File: config.mk
export PLATFORM = sky130hd
export DESIGN_NAME = bitwise_logic_unit
export DESIGN_NICKNAME = d
export VERILOG_FILES = /design/src/rtl/bitwise_logic_unit.sv
export SDC_FILE = /design/constraint.sdc
export NUM_CORES = 1
export LEC_CHECK = 0
export BUFFER_PORTS_ARGS = -buffer_cell sky130_fd_sc_hd__buf_2
export CORE_MARGIN = 2
export CORE_UTILIZATION = 50
export CTS_CLUSTER_DIAMETER = 50
export DETAILED_ROUTE_END_ITERATION = 7
export GPL_TIMING_DRIVEN = 0
export PLACE_DENSITY = 0.72
export SYNTH_ARGS = -nofsm -noshare
export SYNTH_HDL_FRONTEND = slang
export SYNTH_SLANG_ARGS = --single-unit
File: constraint.sdc
create_clock -name clk -period 6.8 [get_ports clk]
set_clock_uncertainty 0.2 [all_clocks]
set_input_delay 0.68 -clock clk [delete_from_list [all_inputs] [get_ports clk]]
set_output_delay 0.68 -clock clk [all_outputs]
set_load 0.005 [all_outputs]
File: src/rtl/bitwise_logic_unit.sv
// Two-stage bitwise logic unit with valid/ready handshakes on both sides.
// An accumulator mode can replace operand B with the current result register.
module bitwise_logic_unit #(
  parameter int N = 6
) (
  input  logic         clk,
  input  logic         rst_n,
  input  logic [N-1:0] a,
  input  logic [N-1:0] b,
  input  logic [2:0]   op,
  input  logic         acc_en,
  input  logic         in_valid,
  output logic         in_ready,
  output logic [N-1:0] result,
  output logic         out_valid,
  input  logic         out_ready,
  output logic         zero,
  output logic         all_ones,
  output logic         parity
);

  logic         init_done;
  logic         vld_p1;
  logic [N-1:0] a_p1;
  logic [N-1:0] b_p1;
  logic [2:0]   op_p1;
  logic         acc_en_p1;
  logic         adv;
  logic         accept;
  logic [N-1:0] b_eff;
  logic [N-1:0] res_nxt;

  function automatic logic [N-1:0] logic_op(input logic [2:0] sel,
                                            input logic [N-1:0] x,
                                            input logic [N-1:0] y);
    logic [N-1:0] r;
    case (sel)
      3'b000:  r = x & y;
      3'b001:  r = x | y;
      3'b010:  r = x ^ y;
      3'b011:  r = ~(x & y);
      3'b100:  r = ~(x | y);
      3'b101:  r = ~(x ^ y);
      3'b110:  r = ~x;
      default: r = x;
    endcase
    return r;
  endfunction

  // in_ready is held low until the first edge after reset release.
  assign adv      = vld_p1 && (!out_valid || out_ready);
  assign in_ready = init_done && (!vld_p1 || adv);
  assign accept   = in_valid && in_ready;

  // The result register doubles as the accumulator, so forwarding is free.
  assign b_eff    = acc_en_p1 ? result : b_p1;
  assign res_nxt  = logic_op(op_p1, a_p1, b_eff);

  // Stage 1: operand capture
  always_ff @(posedge clk or negedge rst_n) begin
    if (!rst_n) begin
      init_done <= 1'b0;
      vld_p1    <= 1'b0;
    end else begin
      init_done <= 1'b1;
      if (accept)
        vld_p1 <= 1'b1;
      else if (adv)
        vld_p1 <= 1'b0;
    end
  end

  always_ff @(posedge clk) begin
    if (accept) begin
      a_p1      <= a;
      b_p1      <= b;
      op_p1     <= op;
      acc_en_p1 <= acc_en;
    end
  end

  // Stage 2: compute, load result and flags
  always_ff @(posedge clk or negedge rst_n) begin
    if (!rst_n) begin
      result    <= '0;
      zero      <= 1'b1;
      all_ones  <= 1'b0;
      parity    <= 1'b0;
      out_valid <= 1'b0;
    end else begin
      if (adv) begin
        result   <= res_nxt;
        zero     <= ~|res_nxt;
        all_ones <= &res_nxt;
        parity   <= ^res_nxt;
      end
      if (adv)
        out_valid <= 1'b1;
      else if (out_ready)
        out_valid <= 1'b0;
    end
  end

endmodule

# After elaboration in Yosys (flattened, before gate mapping)
# Cells that the tools add are included.
[word_totals]
reg_bits = 28
inputBits = 20
out_inout_bits = 11
word_cells = 44
[op_classes]
eq_ne = 6
mux = 6
bitwise = 7
reduce_logical = 14
[ops]
columns = ["cell", "n"]
rows = [
  ["$pmux 6 s7", 1],
  ["$not 6->6", 4],
  ["$eq 3x3->1 const B", 3],
  ["$and 6x6->6", 1],
  ["$eq 3x2->1 const B", 2],
  ["$mux 6", 1],
  ["$or 6x6->6", 1],
  ["$reduce_and 6->1", 1],
  ["$reduce_or 6->1", 1],
  ["$reduce_xor 6->1", 1],
  ["$xor 6x6->6", 1],
  ["$mux 1", 4],
  ["$reduce_bool 2->1", 2],
  ["$eq 3x1->1 const B", 1],
  ["$logic_and 1x1->1", 3],
  ["$logic_not 1->1", 3],
  ["$logic_not 3->1", 1],
  ["$logic_or 1x1->1", 2],
]

# Logic depth before layout (Yosys ltp)
[logic_depth]
depth_word = 7
depth_mapped = 14
mapped_depth_nobuf = 13

# Worst setup path before layout
# OpenSTA, ideal clock, no wires.
[synth_path]
kind = "reg-to-reg"
startpoint = "register acc_en_p1"
endpoint = "register parity"
setup_time_ps = 126
arrival_time_ps = 2784
required_time_ps = 6474
slack_ps = 3690
stages_incl_launch_ff = 12
n_path_buf = 1
period_less_slack_ps = 3110
cell_sequence = "edfxtp_1 clkbuf_1 mux2i_1 ha_1 mux2_2 mux4_2 inv_1 ha_1 xnor2_1 o31ai_1 nor4b_1 a221o_1"
[synth_between]
elab_chain_len = 5
elab_cells_between_ends = 9
classes_between = "2 x mux; 6 x bitwise; 1 x reduce/logical"
[synth_rtl]
columns = ["item", "line_no", "source"]
rows = [
  ["start, declared", "27", "logic acc_en_p1;"],
  ["start signal, assigned", "78", "acc_en_p1 <= acc_en;"],
  ["$mux 6 *", "56", "assign b_eff = acc_en_p1 ? result : b_p1;"],
  ["$xor 6x6->6 (tied with other cells)", "40, 43", ""],
  ["$not 6->6 (on tied branches)", "43, 41, 42", ""],
  ["$pmux 6 s7 *", "37", "case (sel)"],
  ["via res_nxt[3]", "31", "logic [N-1:0] res_nxt;"],
  ["$reduce_xor 6->1 *", "95", "parity <= ^res_nxt;"],
  ["end signal, assigned", "95", ""],
  ["end, declared", "19", "output logic parity"],
]
# Mark *: on every way through the listed nets, which the timed path passes. The rest lies on a longest branch.
# A chain may end at the register's enable or synchronous reset.

# Worst setup path in the final report
# Same ends and word-level chain as after synthesis.

==> impl_metrics.env <==
export IMPL_critPathLaunchType="flip-flop"
export IMPL_cts_resized=0
export IMPL_syn_area_mm2=0.00178
export IMPL_setup_viol=0
export IMPL_p_leak_nw=0.956
export IMPL_dpl_instance_area_mm2=0.00199
export IMPL_switching_power_uw=132
export IMPL_stdcell_area_mm2=0.00201
export IMPL_cts_buffer_depth=2
export IMPL_cp_arrival_ns=3.47
export IMPL_pre_cts_slack_ns=3.35
export IMPL_detail_route_first_pass_iterations=4
export IMPL_gp_congestion=0.771
export IMPL_slowest_delay_ns=0.52
export IMPL_grt_max_degree=18
export IMPL_gr_usage_met3_pct=2.32
export IMPL_required_ns=6.83
export IMPL_clkTransAtPathRegs_ns=0.14
export IMPL_grt_pass1_vias=1272
export IMPL_dp_hpwl_mm=2.67
export IMPL_drcViolationCount=0
export IMPL_initial_utilization_pct=52.9
export IMPL_grt_pass1_wl_mm=5.62
export IMPL_setup_tns_final_ns=0
export IMPL_ys_seq_elements=28
export IMPL_die_y_um=63.6
export IMPL_die_w_um=63.6
export IMPL_fin_ws_ns=3.35
export IMPL_syn_nets=199
export IMPL_pwr_density_cell_mw_per_mm2=212
export IMPL_rsz0062_at_grt="no"
export IMPL_synthArstFlopShare_pct=42.9
export IMPL_hold_violations=0
export IMPL_dieArea_mm2=0.00405
export IMPL_yosysMostFrequentCell="inv_1"
export IMPL_maxCapViolCount=0
export IMPL_area_growth_pct=13.2
export IMPL_insertion_delay_ns=0.32
export IMPL_finalNonFillerCells=243
export IMPL_dp_cells=239
export IMPL_worstPathMaxFanout=6
export IMPL_dr_total_vias=1264
export IMPL_cts_tree="done"
export IMPL_synth_top_area_share_pct=27.0
export IMPL_timing_rr_start="acc_en_p1$_DFFE_PP_"
export IMPL_dr_first_iter_drc_count=81
export IMPL_finalPower_uw=426
export IMPL_layout_drive_gt1_share_pct=26.4
export IMPL_hold_buffers=0
export IMPL_worstPathCellList="clkbuf_1 > mux2i_1 > ha_1 > inv_1 > mux2_2 > mux4_2 > inv_1 > ha_1 > xnor2_1 > o31ai_1 > nor4b_1 > a221o_1"
export IMPL_viasPerCell=5.20
export IMPL_coreArea_mm2=0.00336
export IMPL_synthTopCellsByArea="edfxtp_1, dfrtp_1, ha_1"
export IMPL_overflow=0
export IMPL_cts_setup_buffers=0
export IMPL_yosysTopAreaCell="edfxtp_1"
export IMPL_antenna_found_initial=0
export IMPL_cts_sinks=28
export IMPL_combPwrFrac_pct=33.0
export IMPL_yosysWarnings=0
export IMPL_post_route_period_util_pct=50.7
export IMPL_ios=31
export IMPL_synth_flop_cell="edfxtp_1"
export IMPL_seq_area_frac_synth_pct=44.0
export IMPL_synth_avg_cell_area_um2=10.9
export IMPL_cts_root_buf="clkbuf_4"
export IMPL_seq_power_share_pct=50.6
export IMPL_ant_nets=0
export IMPL_min_path_type="primary input to async pin"
export IMPL_timing_fmax_mhz=290
export IMPL_post_route_util_pct=59.8
export IMPL_synth_commonest_cells="inv_1, edfxtp_1, ha_1"
export IMPL_crit_type="flip-flop to flip-flop"
export IMPL_holdWs_ns=0.0000665
export IMPL_crit_start="acc_en_p1$_DFFE_PP_"
export IMPL_slew_violations=0
export IMPL_cts_buffers=3
export IMPL_htreeDepth=1
export IMPL_track_usage_pct=17.9
export IMPL_wl_mm=3.38
export IMPL_period_needed_ns=3.45
export IMPL_met2_usage_pct=32.4
export IMPL_wl_per_cell_um=13.9
export IMPL_outcome="completed"
export IMPL_p_clk_share_pct=16.4
export IMPL_syn_inst=163
export IMPL_synth_edff_count=16
export IMPL_worstMarginPinSlew_ns=0.783
export IMPL_grt_busiest_layer="met2"
export IMPL_p_int_uw=295
export IMPL_relSlewSlack_pct=47.8
export IMPL_p_sw_share_pct=30.9
export IMPL_ir_drop_v=0.000166
export IMPL_num_rows=21
export IMPL_antenna_diode_count=0
export IMPL_nets=234
export IMPL_io_buffers=30
export IMPL_end_kind="flip-flop"
export IMPL_slowest_stage="mux4_2"
export IMPL_netlist_cell_type_count=39
export IMPL_use_met1_pct=21.8
## metal layers
metal | part of all wire (%) | up-vias
li1 | - | 627
met1 | 44 | 604
met2 | 52 | 27
met3 | 2.5 | 6
met4 | 1.6 | 0
met5 | 0 | -
## worst max-delay path: cells and delay by family, from the launching register on
| family | cells | cell delay, ns |
|---|---|---|
| buf+inv | 3 | 0.49 |
| xor+xnor | 1 | 0.22 |
| mux | 3 | 1.15 |
| compound gates | 2 | 0.38 |
| flops | 1 | 0.34 |
| fa+ha+maj | 2 | 0.40 |
| simple gates | 1 | 0.17 |
## cell type report
type / count / area (um2)
Buffer: 8 / 45.0
Multi-Input combinational cell: 108 / 880
Inverter: 19 / 71.3
Sequential cell: 28 / 782
Fill cell: 298 / 1350
Timing Repair Buffer: 30 / 150
Tap cell: 46 / 57.6
Clock buffer: 4 / 26.3
## state kept, by name, indices dropped and copies added, names as in the netlist
signal,flops
acc_en_p1,1
vld_p1,1
parity,1
init_done,1
a_p1,6
op_p1,3
zero,1
b_p1,6
out_valid,1
result,6
all_ones,1
## logic make-up (layout without fill, tap and decap cells)
kind of cell | after synthesis | in the layout | synth area share (%)
flip-flops | 28 | 28 | 44.0
buffers and inverters | 27 | 61 | 6.54
XOR/XNOR | 6 | 6 | 2.96
AO/OA/AOI/OAI | 26 | 26 | 9.71
AND/OR/NAND/NOR | 40 | 40 | 12.1
other | 1 | 1 | 0.211
multiplexers | 19 | 19 | 13.2
adder cells (fa/ha/maj) | 16 | 16 | 11.3
## worst paths after layout
kind                                              end  slack, ns  cells past startpoint
worst max register to register     parity$_DFFE_PN0P_       3.35                     12
worst max-delay path               parity$_DFFE_PN0P_       3.35                     12
worst min register to register       zero$_DFFE_PN1P_       0.31                      2
min in group clk                     zero$_DFFE_PN1P_       0.31                      2
max in group asynchronous            zero$_DFFE_PN1P_       6.13                      1
worst min-delay path            result[5]$_DFFE_PN0P_    0.00007                      1
## power by group through the flow
stage	Combinational (mW)	Clock, mW	Sequential (mW)
2_1_floorplan	0.0944	0	0.219
3_3_place_gp	0.133	0	0.219
3_5_place_dp	0.142	0	0.220
4_1_cts	0.142	0.0733	0.216
5_1_grt	0.159	0.0778	0.219
6_report	0.141	0.0699	0.216
## placed cells by master (no fill, tap or decap), types with 2 or more instances in the layout
cell and count:
xnor2_1 4, mux2_2 6, mux4_2 3, clkbuf_1 4, or2_2 2, nor2_1 5
a21o_1 3, xor2_1 2, mux2i_1 10, nor2b_1 7, inv_1 19, nand2b_1 5
clkbuf_4 3, edfxtp_1 16, buf_2 33, o211ai_1 2, o21ai_0 6, a21oi_1 7
ha_1 16, nor3_1 3, nand2_1 12, dfrtp_1 11
Note: power is estimated with default switching activity, not from simulation.
